===== config.mk =====
export PLATFORM = sky130hd
export DESIGN_NAME = fir_tap_sequencer_flat
export DESIGN_NICKNAME = d
export VERILOG_FILES = /design/src/rtl/fir_tap_sequencer_if.sv /design/src/rtl/fir_tap_sequencer.sv /design/src/flat_wrapper.sv
export SDC_FILE = /design/constraint.sdc
export NUM_CORES = 1
export LEC_CHECK = 0
export CORE_ASPECT_RATIO = 0.75
export CORE_MARGIN = 2
export CORE_UTILIZATION = 61
export DETAILED_ROUTE_END_ITERATION = 7
export GPL_TIMING_DRIVEN = 0
export PLACE_DENSITY = 0.86
export SYNTH_ARGS = -nofsm -noshare
export SYNTH_HDL_FRONTEND = slang
export SYNTH_SLANG_ARGS = --single-unit
export TNS_END_PERCENT = 100

===== constraint.sdc =====
create_clock -name clk -period 4.5 [get_ports clk]
set_clock_uncertainty 0.05 [all_clocks]
set_input_delay 0.9 -clock clk [delete_from_list [all_inputs] [get_ports clk]]
set_output_delay 0.9 -clock clk [all_outputs]
set_load 0.05 [all_outputs]

===== src/rtl/fir_tap_sequencer_if.sv =====
// Sample, coefficient-write and MAC-beat link of fir_tap_sequencer.
// The master modport is the sequencer side; slave is the upstream source plus the MAC.
interface fir_tap_sequencer_if #(
  parameter int DATA_WIDTH  = 18,
  parameter int COEFF_WIDTH = 18,
  parameter int ADDR_WIDTH  = 4
);
  logic [DATA_WIDTH-1:0]  sample_in;
  logic                   sample_valid;
  logic                   sample_ready;
  logic                   coeff_wr_en;
  logic [ADDR_WIDTH-1:0]  coeff_wr_addr;
  logic [COEFF_WIDTH-1:0] coeff_wr_data;
  logic [DATA_WIDTH-1:0]  mac_data;
  logic [COEFF_WIDTH-1:0] mac_coeff;
  logic                   mac_valid;
  logic                   mac_ready;
  logic                   mac_clear_acc;
  logic                   mac_last;

  modport master (
    input  sample_in, sample_valid, coeff_wr_en, coeff_wr_addr, coeff_wr_data, mac_ready,
    output sample_ready, mac_data, mac_coeff, mac_valid, mac_clear_acc, mac_last
  );

  modport slave (
    output sample_in, sample_valid, coeff_wr_en, coeff_wr_addr, coeff_wr_data, mac_ready,
    input  sample_ready, mac_data, mac_coeff, mac_valid, mac_clear_acc, mac_last
  );
endinterface


===== src/rtl/fir_tap_sequencer.sv =====
// FIR tap sequencer: accepted sample -> clear beat at T+1, tap k at T+2+k; beats hold while mac_ready=0.
// Registered outputs follow enable one cycle late. Define FIR_SEQ_DECIM_EN to sweep only every DECIM-th sample.
module fir_tap_sequencer #(
  parameter int DATA_WIDTH  = 18,
  parameter int COEFF_WIDTH = 18,
  parameter int NUM_TAPS    = 16,
  parameter int ADDR_WIDTH  = 4,
  parameter int DECIM       = 1
) (
  input  logic                clk,
  input  logic                rst_n,
  input  logic                enable,
  fir_tap_sequencer_if.master bus,
  output logic [15:0]         status
);
  typedef enum logic [1:0] {IDLE, CLEAR, TAPS} state_t;

  localparam logic [ADDR_WIDTH:0]   NT       = (ADDR_WIDTH+1)'(NUM_TAPS);
  localparam logic [ADDR_WIDTH-1:0] LAST_TAP = ADDR_WIDTH'(NUM_TAPS - 1);

  state_t                 state_q, state_d;
  logic [DATA_WIDTH-1:0]  dline_q [NUM_TAPS];
  logic [DATA_WIDTH-1:0]  dline_d [NUM_TAPS];
  logic [COEFF_WIDTH-1:0] coeff_q [NUM_TAPS];
  logic [COEFF_WIDTH-1:0] coeff_d [NUM_TAPS];
  logic [ADDR_WIDTH-1:0]  wr_ptr_q, wr_ptr_d, newest_q, newest_d, tap_q, tap_d;
  logic [7:0]             cnt_q, cnt_d;
  logic                   dropped_q, dropped_d;
  logic                   sample_ready_q, sample_ready_d;
  logic                   mac_valid_q, mac_valid_d;
  logic [DATA_WIDTH-1:0]  mac_data_q, mac_data_d;
  logic [COEFF_WIDTH-1:0] mac_coeff_q, mac_coeff_d;
  logic                   mac_clear_q, mac_clear_d;
  logic                   mac_last_q, mac_last_d;

  logic                   accept, hs, sweep;
  logic [ADDR_WIDTH-1:0]  ld_tap;

  assign accept = bus.sample_valid & sample_ready_q;
  assign hs     = mac_valid_q & bus.mac_ready;
  assign ld_tap = (state_q == TAPS && tap_q != LAST_TAP) ? tap_q + ADDR_WIDTH'(1) : '0;

  // Position of the sample k steps older than the newest one; NUM_TAPS need not be a power of 2.
  function automatic logic [ADDR_WIDTH-1:0] hist_idx(input logic [ADDR_WIDTH-1:0] newest,
                                                     input logic [ADDR_WIDTH-1:0] k);
    logic [ADDR_WIDTH:0] s;
    s = {1'b0, newest} + NT - {1'b0, k};
    if (s >= NT) s = s - NT;
    return s[ADDR_WIDTH-1:0];
  endfunction

`ifdef FIR_SEQ_DECIM_EN
  localparam int PW = (DECIM > 1) ? $clog2(DECIM) : 1;
  logic [PW-1:0] phase_q, phase_d;

  assign sweep = (phase_q == PW'(DECIM - 1));

  always_comb begin
    phase_d = phase_q;
    if (accept) phase_d = sweep ? '0 : phase_q + PW'(1);
  end

  always_ff @(posedge clk or negedge rst_n) begin
    if (!rst_n) phase_q <= '0;
    else        phase_q <= phase_d;
  end
`else
  logic unused_decim;
  assign unused_decim = |DECIM;
  assign sweep        = 1'b1;
`endif

  always_comb begin
    state_d        = state_q;
    dline_d        = dline_q;
    coeff_d        = coeff_q;
    wr_ptr_d       = wr_ptr_q;
    newest_d       = newest_q;
    tap_d          = tap_q;
    cnt_d          = cnt_q;
    dropped_d      = dropped_q;
    sample_ready_d = sample_ready_q;
    mac_valid_d    = mac_valid_q;
    mac_data_d     = mac_data_q;
    mac_coeff_d    = mac_coeff_q;
    mac_clear_d    = mac_clear_q;
    mac_last_d     = mac_last_q;

    // Landing in the accept cycle lets the sweep that follows see the new coefficient.
    if (bus.coeff_wr_en) begin
      if (state_q == IDLE && {1'b0, bus.coeff_wr_addr} < NT) coeff_d[bus.coeff_wr_addr] = bus.coeff_wr_data;
      else                                                 dropped_d = 1'b1;
    end

    unique case (state_q)
      IDLE: begin
        sample_ready_d = enable;
        mac_valid_d    = 1'b0;
        if (accept) begin
          dline_d[wr_ptr_q] = bus.sample_in;
          newest_d          = wr_ptr_q;
          wr_ptr_d          = (wr_ptr_q == LAST_TAP) ? '0 : wr_ptr_q + ADDR_WIDTH'(1);
          cnt_d             = cnt_q + 8'd1;
          if (sweep) begin
            state_d        = CLEAR;
            sample_ready_d = 1'b0;
            mac_valid_d    = enable;
            mac_data_d     = '0;
            mac_coeff_d    = '0;
            mac_clear_d    = 1'b1;
            mac_last_d     = 1'b0;
          end
        end
      end
      CLEAR, TAPS: begin
        sample_ready_d = 1'b0;
        mac_valid_d    = enable;
        if (hs) begin
          if (state_q == TAPS && tap_q == LAST_TAP) begin
            state_d        = IDLE;
            sample_ready_d = enable;
            mac_valid_d    = 1'b0;
            mac_data_d     = '0;
            mac_coeff_d    = '0;
            mac_last_d     = 1'b0;
          end else begin
            state_d     = TAPS;
            tap_d       = ld_tap;
            mac_data_d  = dline_q[hist_idx(newest_q, ld_tap)];
            mac_coeff_d = coeff_q[ld_tap];
            mac_clear_d = 1'b0;
            mac_last_d  = (ld_tap == LAST_TAP);
          end
        end
      end
      default: state_d = IDLE;
    endcase
  end

  always_ff @(posedge clk or negedge rst_n) begin
    if (!rst_n) begin
      state_q <= IDLE;
      for (int i = 0; i < NUM_TAPS; i++) begin
        dline_q[i] <= '0;
        coeff_q[i] <= '0;
      end
      wr_ptr_q       <= '0;
      newest_q       <= '0;
      tap_q          <= '0;
      cnt_q          <= '0;
      dropped_q      <= 1'b0;
      sample_ready_q <= 1'b0;
      mac_valid_q    <= 1'b0;
      mac_data_q     <= '0;
      mac_coeff_q    <= '0;
      mac_clear_q    <= 1'b0;
      mac_last_q     <= 1'b0;
    end else begin
      state_q        <= state_d;
      dline_q        <= dline_d;
      coeff_q        <= coeff_d;
      wr_ptr_q       <= wr_ptr_d;
      newest_q       <= newest_d;
      tap_q          <= tap_d;
      cnt_q          <= cnt_d;
      dropped_q      <= dropped_d;
      sample_ready_q <= sample_ready_d;
      mac_valid_q    <= mac_valid_d;
      mac_data_q     <= mac_data_d;
      mac_coeff_q    <= mac_coeff_d;
      mac_clear_q    <= mac_clear_d;
      mac_last_q     <= mac_last_d;
    end
  end

  assign bus.sample_ready  = sample_ready_q;
  assign bus.mac_valid     = mac_valid_q;
  assign bus.mac_data      = mac_data_q;
  assign bus.mac_coeff     = mac_coeff_q;
  assign bus.mac_clear_acc = mac_clear_q;
  assign bus.mac_last      = mac_last_q;
  assign status            = {cnt_q, 5'b0, mac_valid_q & ~bus.mac_ready, dropped_q, state_q != IDLE};
endmodule


===== src/flat_wrapper.sv =====
// flat-port wrapper written by rule: the top's interface ports become plain ports
module fir_tap_sequencer_flat 
#(
  parameter int DATA_WIDTH  = 18,
  parameter int COEFF_WIDTH = 18,
  parameter int NUM_TAPS    = 16,
  parameter int ADDR_WIDTH  = 4,
  parameter int DECIM       = 1
)
  (clk, rst_n, enable, status, bus_sample_in, bus_sample_valid, bus_coeff_wr_en, bus_coeff_wr_addr, bus_coeff_wr_data, bus_mac_ready, bus_sample_ready, bus_mac_data, bus_mac_coeff, bus_mac_valid, bus_mac_clear_acc, bus_mac_last);
  fir_tap_sequencer_if #(.DATA_WIDTH(DATA_WIDTH), .COEFF_WIDTH(COEFF_WIDTH), .ADDR_WIDTH(ADDR_WIDTH)) bus_i ();
  input  logic clk;
  input  logic rst_n;
  input  logic enable;
  output logic [15:0] status;
  input wire logic [$bits(bus_i.sample_in)-1:0] bus_sample_in;
  input wire logic [$bits(bus_i.sample_valid)-1:0] bus_sample_valid;
  input wire logic [$bits(bus_i.coeff_wr_en)-1:0] bus_coeff_wr_en;
  input wire logic [$bits(bus_i.coeff_wr_addr)-1:0] bus_coeff_wr_addr;
  input wire logic [$bits(bus_i.coeff_wr_data)-1:0] bus_coeff_wr_data;
  input wire logic [$bits(bus_i.mac_ready)-1:0] bus_mac_ready;
  output wire logic [$bits(bus_i.sample_ready)-1:0] bus_sample_ready;
  output wire logic [$bits(bus_i.mac_data)-1:0] bus_mac_data;
  output wire logic [$bits(bus_i.mac_coeff)-1:0] bus_mac_coeff;
  output wire logic [$bits(bus_i.mac_valid)-1:0] bus_mac_valid;
  output wire logic [$bits(bus_i.mac_clear_acc)-1:0] bus_mac_clear_acc;
  output wire logic [$bits(bus_i.mac_last)-1:0] bus_mac_last;
  assign bus_i.sample_in = bus_sample_in;
  assign bus_i.sample_valid = bus_sample_valid;
  assign bus_i.coeff_wr_en = bus_coeff_wr_en;
  assign bus_i.coeff_wr_addr = bus_coeff_wr_addr;
  assign bus_i.coeff_wr_data = bus_coeff_wr_data;
  assign bus_i.mac_ready = bus_mac_ready;
  assign bus_sample_ready = bus_i.sample_ready;
  assign bus_mac_data = bus_i.mac_data;
  assign bus_mac_coeff = bus_i.mac_coeff;
  assign bus_mac_valid = bus_i.mac_valid;
  assign bus_mac_clear_acc = bus_i.mac_clear_acc;
  assign bus_mac_last = bus_i.mac_last;
  fir_tap_sequencer #(.DATA_WIDTH(DATA_WIDTH), .COEFF_WIDTH(COEFF_WIDTH), .NUM_TAPS(NUM_TAPS), .ADDR_WIDTH(ADDR_WIDTH), .DECIM(DECIM)) u_core (.clk(clk), .rst_n(rst_n), .enable(enable), .bus(bus_i), .status(status));
endmodule

Yosys cells after proc, flatten, opt, wreduce, memory -nomap -nowiden
Cells that the tools add are included.

Flip-flop bits (word level): 639. Input bits: 46. Word-level logic and storage cells: 136.

Add/subtract/negate cells: 6. Order comparisons: 7. Eq/ne operators: 9. Multiplexer cells: 45. Bitwise operators: 10. Reductions and logical operators: 15.

Operator list (count): bitwise mux 288 bit (2); two-way mux 18 bit (11); binary-select mux 18 bit (select 4 bit) (2); demux 18 bit (select 4 bit) (2); one-hot mux 18 bit (2 select lines) (2); >= comparator 5 bit (second input constant) (5); two-way mux 4 bit (6); inverter 4 -> 5 bit (4); == test 4 bit (second input constant) (3); two-way mux 1 bit (12); less-than comparator 5 x 1 -> 1 bit (second input constant) (2); adder 4 x 1 -> 4 bit (second input constant) (2); adder 8 x 1 -> 8 bit (second input constant) (1); one-hot mux 1 bit (2 select lines) (4); AND reduction 2 bit (4); two-way mux 2 bit (3); AND reduction 3 bit (2); adder 4 x 5 -> 5 bit (second input constant) (1); subtractor 5 x 4 -> 5 bit (1); logical AND 1 bit (4); inequality test 2 x 1 -> 1 bit (second input constant) (2); inequality test 4 bit (second input constant) (1); one-hot mux 2 bit (2 select lines) (1); AND reduction 4 bit (1); 9 further kinds (14).

Logic depth before layout (Yosys ltp)
Word-level depth: 16. Mapped depth: 16. Gate-level depth less buffers: 12.

Worst setup path before layout
No wires, ideal clock.

Path type: register -> register. Start point: register u_core.tap_q[1]. End point: register u_core.mac_data_q[11] (netlist: u_core.bus.mac_data[11]). Setup time: 132 ps. Arrival time: 3918 ps. Required time: 4318 ps. Path slack: 400 ps. Cell stages (with the launch flop): 14. Cell sequence: dfrtp_1 ha_1 clkbuf_1 and3_1 clkinv_1 clkbuf_1 buf_1 fa_1 buf_2 buf_2 mux4_2 mux2_4 a32oi_1 o21ai_1.

Word-level cells in the longest chain between the ends: 16.

Ends and longest elaborated chain: start, declared (line fir_tap_sequencer.sv:26) `logic [ADDR_WIDTH-1:0] wr_ptr_q, wr_ptr_d, newest_q, newest_d, tap_q, tap_d;`; start signal, assigned (line fir_tap_sequencer.sv:164) `tap_q <= tap_d;`; parallel branches: the longest is 13 deep, another holds subtractor 5 x 4 -> 5 bit; two-way mux 18 bit * (line fir_tap_sequencer.sv:119) `if (state_q == TAPS && tap_q == LAST_TAP) begin`; two-way mux 18 bit * (line fir_tap_sequencer.sv:118) `if (hs) begin`; one-hot mux 18 bit (2 select lines) * (line fir_tap_sequencer.sv:95) `unique case (state_q)`; end signal, assigned (line fir_tap_sequencer.sv:169) `mac_data_q <= mac_data_d;`; end, declared (line fir_tap_sequencer.sv:31) `logic [DATA_WIDTH-1:0] mac_data_q, mac_data_d;`.

Mark *: on every way between the ends. The select of a mux whose other input is x is not followed. A chain may end at the register's enable or synchronous reset.

Final worst setup path
Start point: register u_core.state_q[0]. End point: register u_core.mac_data_q[9] (netlist: u_core.bus.mac_data[9]).

Word-level cells in the longest chain between the ends: 16.

Ends and longest elaborated chain: start, declared (line fir_tap_sequencer.sv:21) `state_t state_q, state_d;`; start signal, assigned (line fir_tap_sequencer.sv:159) `state_q <= state_d;`; == test 2 bit (line fir_tap_sequencer.sv:41, fir_tap_sequencer.sv:95, fir_tap_sequencer.sv:119); logical AND 1 bit (line fir_tap_sequencer.sv:41) `assign ld_tap = (state_q == TAPS && tap_q != LAST_TAP) ? tap_q + ADDR_WIDTH'(1) : '0;`; two-way mux 4 bit (line fir_tap_sequencer.sv:41); subtractor 5 x 4 -> 5 bit (line fir_tap_sequencer.sv:47) `s = {1'b0, newest} + NT - {1'b0, k};`; subtractor 4 x 1 -> 4 bit or >= comparator 5 bit (tied branches) (line fir_tap_sequencer.sv:48) `if (s >= NT) s = s - NT;`; two-way mux 4 bit (line fir_tap_sequencer.sv:48); two-way mux 4 bit (line fir_tap_sequencer.sv:119); two-way mux 4 bit (line fir_tap_sequencer.sv:118); two-way mux 4 bit (line fir_tap_sequencer.sv:95); inverter 4 -> 5 bit (implied by the code) (line fir_tap_sequencer.sv:129) `mac_data_d = dline_q[hist_idx(newest_q, ld_tap)];`; binary-select mux 18 bit (select 4 bit) (line fir_tap_sequencer.sv:129); two-way mux 18 bit (implied by the code) (2 in series) (line fir_tap_sequencer.sv:129); two-way mux 18 bit (line fir_tap_sequencer.sv:119); two-way mux 18 bit (line fir_tap_sequencer.sv:118); one-hot mux 18 bit (2 select lines) (line fir_tap_sequencer.sv:95).

Parallel ways exist; a longest one is shown, timed or not. The select of a mux whose other input is x is not followed.

==> reports/summary.md <==
The flow ran to the end, and the final reports show no timing, DRC or antenna violations. For the number of standard cells after synthesis, the log shows 2106. For this design the total switching power over the nets is 8.02 mW. Across the run, the number of max-cap violations was 0. The combinational cell fraction of total power was 0.364. The mapped netlist covers 0.0292 mm^2. The largest fanout on the critical path came out at 11. For this run, the number of Yosys warnings is 0. Buffers placed on the I/O ports in this run total 96. The tightest hold path in the finished design has a slack of 0.251 ns.

TritonCTS built the clock tree. The global-route met1 utilization came out at 0.450. For the global-route track usage on met2, the log shows 0.482. The floorplan step set the die height to 194 um. The diode insertion count for antenna repair was 0; the count of distinct cell types in the synthesized netlist was 69.

The tools report the buffers inserted during post-CTS setup optimization as 0. The H-tree was split into 2 levels. By area the synthesized netlist is led by dfrtp_1, mux2_2, mux4_2, mux2i_1, nand2_1. The first routing iteration left 2134 violations. In this run the register-to-register setup slack is 0.16 ns. By count the netlist is led by dfrtp_1, mux2_2, nand2_1. Data arrives at the worst endpoint at 4.81 ns. The share of total power in sequential cells was 0.400; the per-cell via count in the routed design was 6.59. The HPWL after detailed placement is 52.7 mm. The post-synthesis average cell area was 13.9 um^2. The classification of the worst-slack hold path is in2async. Prevailing post-synth register cell: dfrtp_1. The internal power component is 15.0 mW, and the actual slew at the worst max-slew pin is 1.39 ns. The worst setup path is of the reg2reg kind. The clock transition at the register clock pins on the worst setup and hold paths after CTS is 0.07 ns, and the cell depth of the worst flop-to-flop path is 14. The switching portion of total power came out at 0.349. The run gives 1 as the initial antenna violation count. The part of the cycle the worst path needs came out at 0.964.

The fraction of registers with async set/reset is 1.00. The maximum clock frequency was 231 MHz. The die covers 0.0497 mm^2.

The fraction of layout instances using a drive strength above 1 is 0.376. Entering global routing, the biggest net connects 135 pins. Setup violations remaining at the end of the flow were counted as 0. By instance count, the leading cell after synthesis is dfrtp_1. The total number of vias was 19500; the clock insertion delay at the later pin of the skew report was 0.65 ns.

The final max-slew violation count is 0. The die is 257 um wide. Category of the worst setup path launch point: a flip-flop. Data on the critical path is required at its endpoint by 4.97 ns. Counting flops and latches in the post-synthesis netlist gives 639. In this run, CTS created clock tree buffers numbering 59. In this run the critical register-to-register path is captured at u_core.bus.mac_data[9]$_DFFE_PN0P_. The floorplan step defined a core boundary enclosing 0.0473 mm^2.

In this run the deepest clock path goes through 3 buffers. In this run the clock root is driven by a clkbuf_16. The most used routing layer in global routing was met2. Compared with the post-synthesis result, the final layout area differs by 14.1%. The placement row count is 69. The total wire length came out at 79.0 mm. In the post-route analysis, the smallest setup slack over all paths is 0.164 ns. After detailed routing, the number of remaining DRC violations is 0. Before antenna repair, the detailed router went through 5 iterations. For this design the static power due to leakage is 14.9 nW.

For the global-route congestion overflow total, the log shows 0. The peak ir drop on the vdd network is 0.480 mV. The tools report the met3 track demand over resource as 0.101.

The tools report the via count of the first global-routing pass as 20700. The number of flops mapped to enable cells by yosys came out at 0. The net count of the finished layout is 2328. The worst path needs 4.34 ns of the cycle, external delays included. The setup slack at placement was -1.20 ns. The run gives 0.547 as the fraction of the yosys area taken by sequential cells.

The power per cell area was 690 mW/mm^2; the number of buffers inserted by hold repair at cts was 0. After detailed routing, the average wire length per cell comes to 26.7 um. The logs give 0 for the final-report hold violation count and 0.322 for the global routing usage summed across all routing layers.

The logs give 2959 for the post-route non-filler standard cell count and 2850 for the number of cells in the design after placement. The logs give 102 for the top-level I/O count and 0.618 for the initial core utilization. Setup total negative slack on the finished layout was measured at 0 ns.

The biggest area contributor in the post-synthesis netlist is dfrtp_1. Routability-driven placement finished with a final weighted congestion of 0.906. The startpoint identified for the worst register-to-register timing path is u_core.state_q[0]$_DFFE_PN0P_. STA classifies the critical path endpoint as a flip-flop. The global-route wire length before repair is 122 mm, and the number of nets still failing antenna checks after routing is 0.

The remaining max-slew budget at the tightest pin is 0.0628. The top cell type's share of synthesized area is 0.547. The logs give 0.236 for the clock network power share and 639 for the number of clock sinks.
-- sequential cells by signal, summed over array words and instances (netlist names) --
name,cells
u_core.coeff_q,288
u_core.dline_q,288
u_core.bus.mac_coeff,18
u_core.bus.mac_data,18
u_core.cnt_q,8
u_core.newest_q,4
u_core.tap_q,4
u_core.wr_ptr_q,4
u_core.state_q,2
u_core.bus.mac_clear_acc,1
u_core.bus.mac_last,1
u_core.bus.mac_valid,1
u_core.bus.sample_ready,1
u_core.dropped_q,1
-- worst max-delay path: stages (launching register included) --
cell and delay [ns]:
dfrtp_1 0.40, inv_1 0.09, ha_1 0.14, buf_2 0.20, and3_2 0.31, clkinvlp_4 0.20
clkbuf_4 0.26, buf_2 0.27, fa_1 0.47, xor2_1 0.24, clkbuf_4 0.29, buf_4 0.30
mux4_2 0.57, mux2i_1 0.31, o21ai_1 0.10
-- through the flow --
step                      total power, mW  utilization  instance area (um^2)
after CTS                            22.8        0.704                 33300
after floorplan                      14.7            -                 29200
after detailed placement             17.3        0.658                 31100
after global placement               16.8        0.655                 31000
after global routing                 24.0        0.705                 33300
final                                23.0        0.705                 33300
-- power by group through the flow --
stage                     Clock (mW)  Sequential, mW  Combinational [mW]
after floorplan                    0            9.22                5.44
after global placement             0            9.08                7.70
after detailed placement           0            9.21                8.06
after CTS                       5.45            9.15                8.25
after global routing            5.70            9.42                8.88
final                           5.43            9.21                8.38
-- layer usage --
layer  vias up  part of all wire
li1       8063                 -
met1     10200              0.40
met2      1032              0.46
met3       199              0.11
met4         2             0.029
met5         -           0.00011
-- final cells by class --
type	instances	area (um^2)
Sequential cell	639	16000
Buffer	160	827
Timing Repair Buffer	101	1100
Tap cell	639	800
Multi-Input combinational cell	1281	12400
Inverter	28	109
Clock buffer	81	1710
Clock inverter	30	408
Fill cell	3012	14000
-- kinds of logic after synthesis --
logic type | count (synthesis) | synth area share
flip-flops | 639 | 0.547
adder cells (fa/ha/maj) | 12 | 0.00539
multiplexers | 746 | 0.313
XOR/XNOR | 14 | 0.00471
AO/OA/AOI/OAI | 275 | 0.0646
AND/OR/NAND/NOR | 229 | 0.0353
buffers and inverters | 190 | 0.0300
other | 1 | 0.000128
-- timing repair --
action                                  4_1_cts  5_1_grt
endpoints found under the setup margin       18       18
resized for setup                            22        6
pin swaps                                     0        0
gates cloned                                  0        0
-- how the worst max path moves through the flow --
stage | depth (start not counted) | start | slack, ns | endpoint
global route | 15 | u_core.state_q[0]$_DFFE_PN0P_ | -0.007 | u_core.bus.mac_data[0]$_DFFE_PN0P_
global placement | 1 | rst_n | -24.21 | u_core.coeff_q[176]$_DFFE_PN0P_
floorplan | 13 | u_core.tap_q[1]$_DFFE_PN0P_ | 0.40 | u_core.bus.mac_data[11]$_DFFE_PN0P_
finish | 14 | u_core.state_q[0]$_DFFE_PN0P_ | 0.16 | u_core.bus.mac_data[9]$_DFFE_PN0P_
CTS | 12 | u_core.tap_q[1]$_DFFE_PN0P_ | 0.005 | u_core.bus.mac_data[7]$_DFFE_PN0P_
detailed placement | 13 | u_core.tap_q[1]$_DFFE_PN0P_ | -1.20 | u_core.bus.mac_data[11]$_DFFE_PN0P_
-- placed cells by master, fill, tap and decap left out, types with 25 or more instances in the layout --
cell type,instances
mux4_2,70
dfrtp_1,639
mux2i_1,66
clkbuf_1,76
mux2_2,599
a21oi_1,34
nor2_1,69
nand2_1,100
inv_1,25
buf_1,25
buf_2,30
o221ai_1,31
o21ai_0,70
clkbuf_16,60
clkdlybuf4s50_1,95
(Power assumes the default switching activity.)
